==> src/rtl/rotator_pkg.sv <==
// Shared encodings for the parameterised ring rotator: rotation direction,
// load handshake states and the prescaler counter width.
package rotator_pkg;

    typedef enum logic {
        DIR_LEFT  = 1'b0,
        DIR_RIGHT = 1'b1
    } dir_e;

    typedef enum logic {
        READY = 1'b0,
        BUSY  = 1'b1
    } state_e;

    localparam int CNT_W = 16;

endpackage

==> src/rtl/rot_prescaler.sv <==
// Divide-by-DIV enable prescaler: tick is high on the enabled cycle that
// completes DIV enabled cycles; clr restarts the count from zero.
module rot_prescaler
    import rotator_pkg::*;
#(
    parameter int DIV = 1
) (
    input  logic clk,
    input  logic rst,
    input  logic en,
    input  logic clr,
    output logic tick
);

    localparam logic [CNT_W-1:0] TERM = CNT_W'(DIV - 1);

    logic [CNT_W-1:0] cnt_reg;
    logic [CNT_W-1:0] cnt_next;

    assign tick = en && (cnt_reg == TERM);

    always_comb begin
        cnt_next = cnt_reg;
        if (clr || tick) begin
            cnt_next = '0;
        end else if (en) begin
            cnt_next = cnt_reg + 1'b1;
        end
    end

    always_ff @(posedge clk) begin
        if (rst) begin
            cnt_reg <= '0;
        end else begin
            cnt_reg <= cnt_next;
        end
    end

endmodule

==> src/rtl/param_rotator.sv <==
// Parameterised ring rotator with prescaled stepping and a load handshake.
// Define PARAM_ROTATOR_BOUNCE_EN to add the bounce input (direction reverses at the ends).
module param_rotator
    import rotator_pkg::*;
#(
    parameter int               WIDTH = 4,
    parameter int               DIV   = 1,
    parameter logic [WIDTH-1:0] INIT  = WIDTH'(1)
) (
    input  logic             clk,
    input  logic             rst,
    input  logic             en,
    input  logic             dir,
    input  logic             load_valid,
    input  logic [WIDTH-1:0] load_data,
`ifdef PARAM_ROTATOR_BOUNCE_EN
    input  logic             bounce,
`endif
    output logic             load_ready,
    output logic [WIDTH-1:0] out,
    output logic             step
);

    state_e           state_reg, state_next;
    logic [WIDTH-1:0] out_reg, out_next;
    dir_e             dir_reg, dir_next;
    logic             step_reg, step_next;

    logic             tick;
    logic             load_accept;
    logic             rot_en;
    dir_e             eff_dir;
    logic [WIDTH-1:0] rot_left;
    logic [WIDTH-1:0] rot_right;

    assign load_ready  = (state_reg == READY) && !rst;
    assign load_accept = load_valid && load_ready;
    // A load wins over a coincident tick; the prescaler is cleared instead.
    assign rot_en      = tick && !load_accept;

    rot_prescaler #(
        .DIV (DIV)
    ) u_prescaler (
        .clk  (clk),
        .rst  (rst),
        .en   (en),
        .clr  (load_accept),
        .tick (tick)
    );

    for (genvar gi = 0; gi < WIDTH; gi++) begin : g_rot
        assign rot_left[gi]  = out_reg[(gi + WIDTH - 1) % WIDTH];
        assign rot_right[gi] = out_reg[(gi + 1) % WIDTH];
    end

`ifdef PARAM_ROTATOR_BOUNCE_EN
    // In bounce mode the stored direction flips when the lit end bit is set.
    always_comb begin
        eff_dir = dir_e'(dir);
        if (bounce) begin
            eff_dir = dir_reg;
            if (dir_reg == DIR_LEFT && out_reg[WIDTH-1]) begin
                eff_dir = DIR_RIGHT;
            end else if (dir_reg == DIR_RIGHT && out_reg[0]) begin
                eff_dir = DIR_LEFT;
            end
        end
    end
`else
    assign eff_dir = dir_e'(dir);
`endif

    always_comb begin
        state_next = state_reg;
        out_next   = out_reg;
        dir_next   = dir_reg;
        step_next  = 1'b0;

        case (state_reg)
            READY:   if (load_accept) state_next = BUSY;
            BUSY:    state_next = READY;
            default: state_next = READY;
        endcase

        if (load_accept) begin
            out_next = load_data;
            dir_next = dir_e'(dir);
        end else if (rot_en) begin
            out_next  = (eff_dir == DIR_LEFT) ? rot_left : rot_right;
            dir_next  = eff_dir;
            step_next = 1'b1;
        end
    end

    always_ff @(posedge clk) begin
        if (rst) begin
            state_reg <= READY;
            out_reg   <= INIT;
            dir_reg   <= DIR_LEFT;
            step_reg  <= 1'b0;
        end else begin
            state_reg <= state_next;
            out_reg   <= out_next;
            dir_reg   <= dir_next;
            step_reg  <= step_next;
        end
    end

    assign out  = out_reg;
    assign step = step_reg;

endmodule

==> config.mk <==
export PLATFORM = sky130hd
export DESIGN_NAME = param_rotator
export DESIGN_NICKNAME = d
export VERILOG_FILES = /design/src/rtl/rotator_pkg.sv /design/src/rtl/rot_prescaler.sv /design/src/rtl/param_rotator.sv
export SDC_FILE = /design/constraint.sdc
export NUM_CORES = 1
export LEC_CHECK = 0
export BUFFER_PORTS_ARGS = -buffer_cell sky130_fd_sc_hd__buf_2
export CAP_MARGIN = 25
export CORE_ASPECT_RATIO = 1.1
export CORE_MARGIN = 1.5
export CORE_UTILIZATION = 55
export DETAILED_ROUTE_END_ITERATION = 16
export HOLD_SLACK_MARGIN = 0.12
export PLACE_DENSITY = 0.86
export SETUP_SLACK_MARGIN = 0.1
export SYNTH_ARGS = -nofsm -noshare
export SYNTH_HDL_FRONTEND = slang
export SYNTH_SLANG_ARGS = --single-unit
==> constraint.sdc <==
create_clock -name clk -period 2.1 [get_ports clk]
set_input_delay 0.21 -clock clk [delete_from_list [all_inputs] [get_ports clk]]
set_output_delay 0.21 -clock clk [all_outputs]
set_load 0.1 [all_outputs]
==> results.toml <==
[worst_hold_path]
hold_class = "primary input to flop"
whs_path_depth = 2

[sta]
fin_skew_ps = 10.31
drv_slew = 0
tightest_slew_ps = 486.0
slew_headroom_pct = 67.82
rsz0062_at_grt = "no"
finalSetupViolCount = 0
hold_violations = 0
fmax_ghz = 0.5672
final.period_utilization_pct = 83.96
tns_ps = 0
period_minus_slack_ps = 1763

[cts]
path_clk_slew_ps = 130
htreeDepth = 1
cts_tree = "yes"
clock_latency_ps = 310
cts_hold_buf = 0
numCtsBuffers = 3
cts_root_buffer = "clkbuf_4"
cts.sinks = 22
post_cts_buffers = 0
cts_buffer_depth = 2
ctsResizeCount = 0

[critical_path]
cp_max_fo = 4
critPathKind = "flop to flop"
cp-end-kind = "flop"
cp_top_family = "simple AND/OR/NAND/NOR gates"
reg2regPathDepth = 6
arrival_ps = 1990
path_buf_inv = 1
crit_start = "u_prescaler.cnt_reg[0]"
rrSetupSlack_ps = 340
slowest_delay_ps = 380
worstPathRequired_ps = 2320
r2r-start = "u_prescaler.cnt_reg[0]"
r2r-end = "out[0]"
cp-start-kind = "flop"
path_cells = "inv_1 -> ha_1 -> nor4b_1 -> nand4_1 -> and3_1 -> a211o_1"
path_depth = 6
cp_slowest_cell = "nor4b_1"
setup.worst_path.end = "out[0]"

[synth]
netlist_area_um2 = 1111
synthArstFlopShare_pct = 0
synth_enable_flop_cells = 0
yosysTopAreaCell = "dfxtp_1"
synthTopCellsByArea = "dfxtp_1, xor2_1, nor2_1"
synth.yosys.warnings = 0
yosys_most_used_dff = "dfxtp_1"
syn_area_per_cell_um2 = 9.337
synth.net_count = 130
synthCells = 119
ys_seq_area_share_pct = 39.64
ys_ff_latch = 22
synth.top_cell.area_share_pct = 39.64
ys_types = 33

[layout]
diodes = 0
drive_gt1_share_pct = 22.56
layout_common_cells = "dfxtp_1, nor2_1, buf_2"
finalNetCount = 145
final_common_cell = "dfxtp_1"
num-fill-cells = 150
post-route-util_pct = 67.46
area_growth_pct = 11.82
largest_reg_flops = 16

[power_and_ir_drop]
peakVddDrop_uv = 389.1
p_per_area_nw_per_um2 = 735.6
p_leak_uw = 0.0004774

[global_route]
grt_pass1_vias = 870
grt_pass1_wl_um = 3663
grt-ovfl-total = 0
grt_max_degree = 14
antenna_found_initial = 0
grt_use_total_pct = 21.76

[place]
dp_hpwl_um = 1552
gp_congestion = 0.7977
port_buffers = 14

[drt]
post_drt_wl_per_cell_um = 13.23
drc_errors = 0
detail-route-antenna-nets = 0
wl_um = 2116
via_per_inst = 5.713
via_count = 914
drt_first_pass_iters = 4
first_iter_violations = 16

[status]
status = "complete, no violations"

[floorplan]
rows = 16
die_w_um = 45.86
coreArea_um2 = 1842
dieArea_um2 = 2299
start_util_pct = 60.33
fp.dieH_um = 50.14
io_pins = 15

[flow_run]
drv_cap = 0
==> metrics by stage <==
step | worst slack (ps) | area [um2] | hold slack [ps] | std cells | power [uW]
after floorplan | 248.4 | 1119 | 357.6 | 119 | 569.2
after global placement | 485.3 | 1190 | 491.3 | 156 | 597.4
after detailed placement | 421.1 | 1190 | 496.1 | 156 | 600.0
after CTS | 387.4 | 1242 | 205.0 | 160 | 922.1
after global routing | 218.3 | 1242 | 222.6 | 160 | 951.5
final | 336.9 | 1242 | 199.5 | 160 | 913.9
==> final cells by class <==
type,instances,area (um2),share of cell area (%)
multi-input cells,88,623.1,50.15
repair buffers,15,77.57,6.244
flip-flops and latches,22,440.4,35.45
inverters,4,15.01,1.208
clock buffers,3,22.52,1.813
clock inverters,1,30.03,2.417
well taps,27,33.78,2.719
==> layer usage <==
metal,up-vias,wire [um],GRT usage (%)
met4,0,86,12.38
li1,445,-,-
met5,-,0,0
met2,24,1072,37.04
met3,10,85,5.396
met1,435,872,23.30
==> worst min-delay path by stage <==
| stage | start | endpoint | slack, ps |
|---|---|---|---|
| final | rst | step | 200 |
| after global routing | rst | step | 220 |
| after CTS | load_data[0] | out[0] | 200 |
| after detailed placement | out[2] | out[2] | 500 |
| after global placement | u_prescaler.cnt_reg[15] | u_prescaler.cnt_reg[15] | 490 |
| after floorplan | en | u_prescaler.cnt_reg[0] | 360 |
==> synthesized netlist by cell type (2+ instances only) <==
cell type / count
inv_1: 3
o21ai_0: 5
mux2i_1: 5
nand4_1: 8
mux2_2: 3
nor2_1: 16
nand2b_1: 3
buf_6: 2
and4_1: 3
a211o_1: 4
xor2_1: 11
and2_1: 2
buf_2: 2
xnor2_1: 2
ha_1: 2
and3_1: 2
dfxtp_1: 22
nand2_1: 7
nand3_1: 3
==> cell families after synthesis <==
| group | share of synthesized area (%) |
|---|---|
| buffers and inverters | 4.955 |
| adders and majority gates | 2.252 |
| DFF | 39.64 |
| AOI/OAI and AO/OA | 7.319 |
| muxes | 7.545 |
| and+or+nand+nor | 28.04 |
| xor gates and xnor gates | 10.25 |
==> power breakdown <==
group	switching [uW]	internal, uW
clock network	130	193
logic	113	40.6
registers	8.84	429
(Power assumes the default switching activity.)
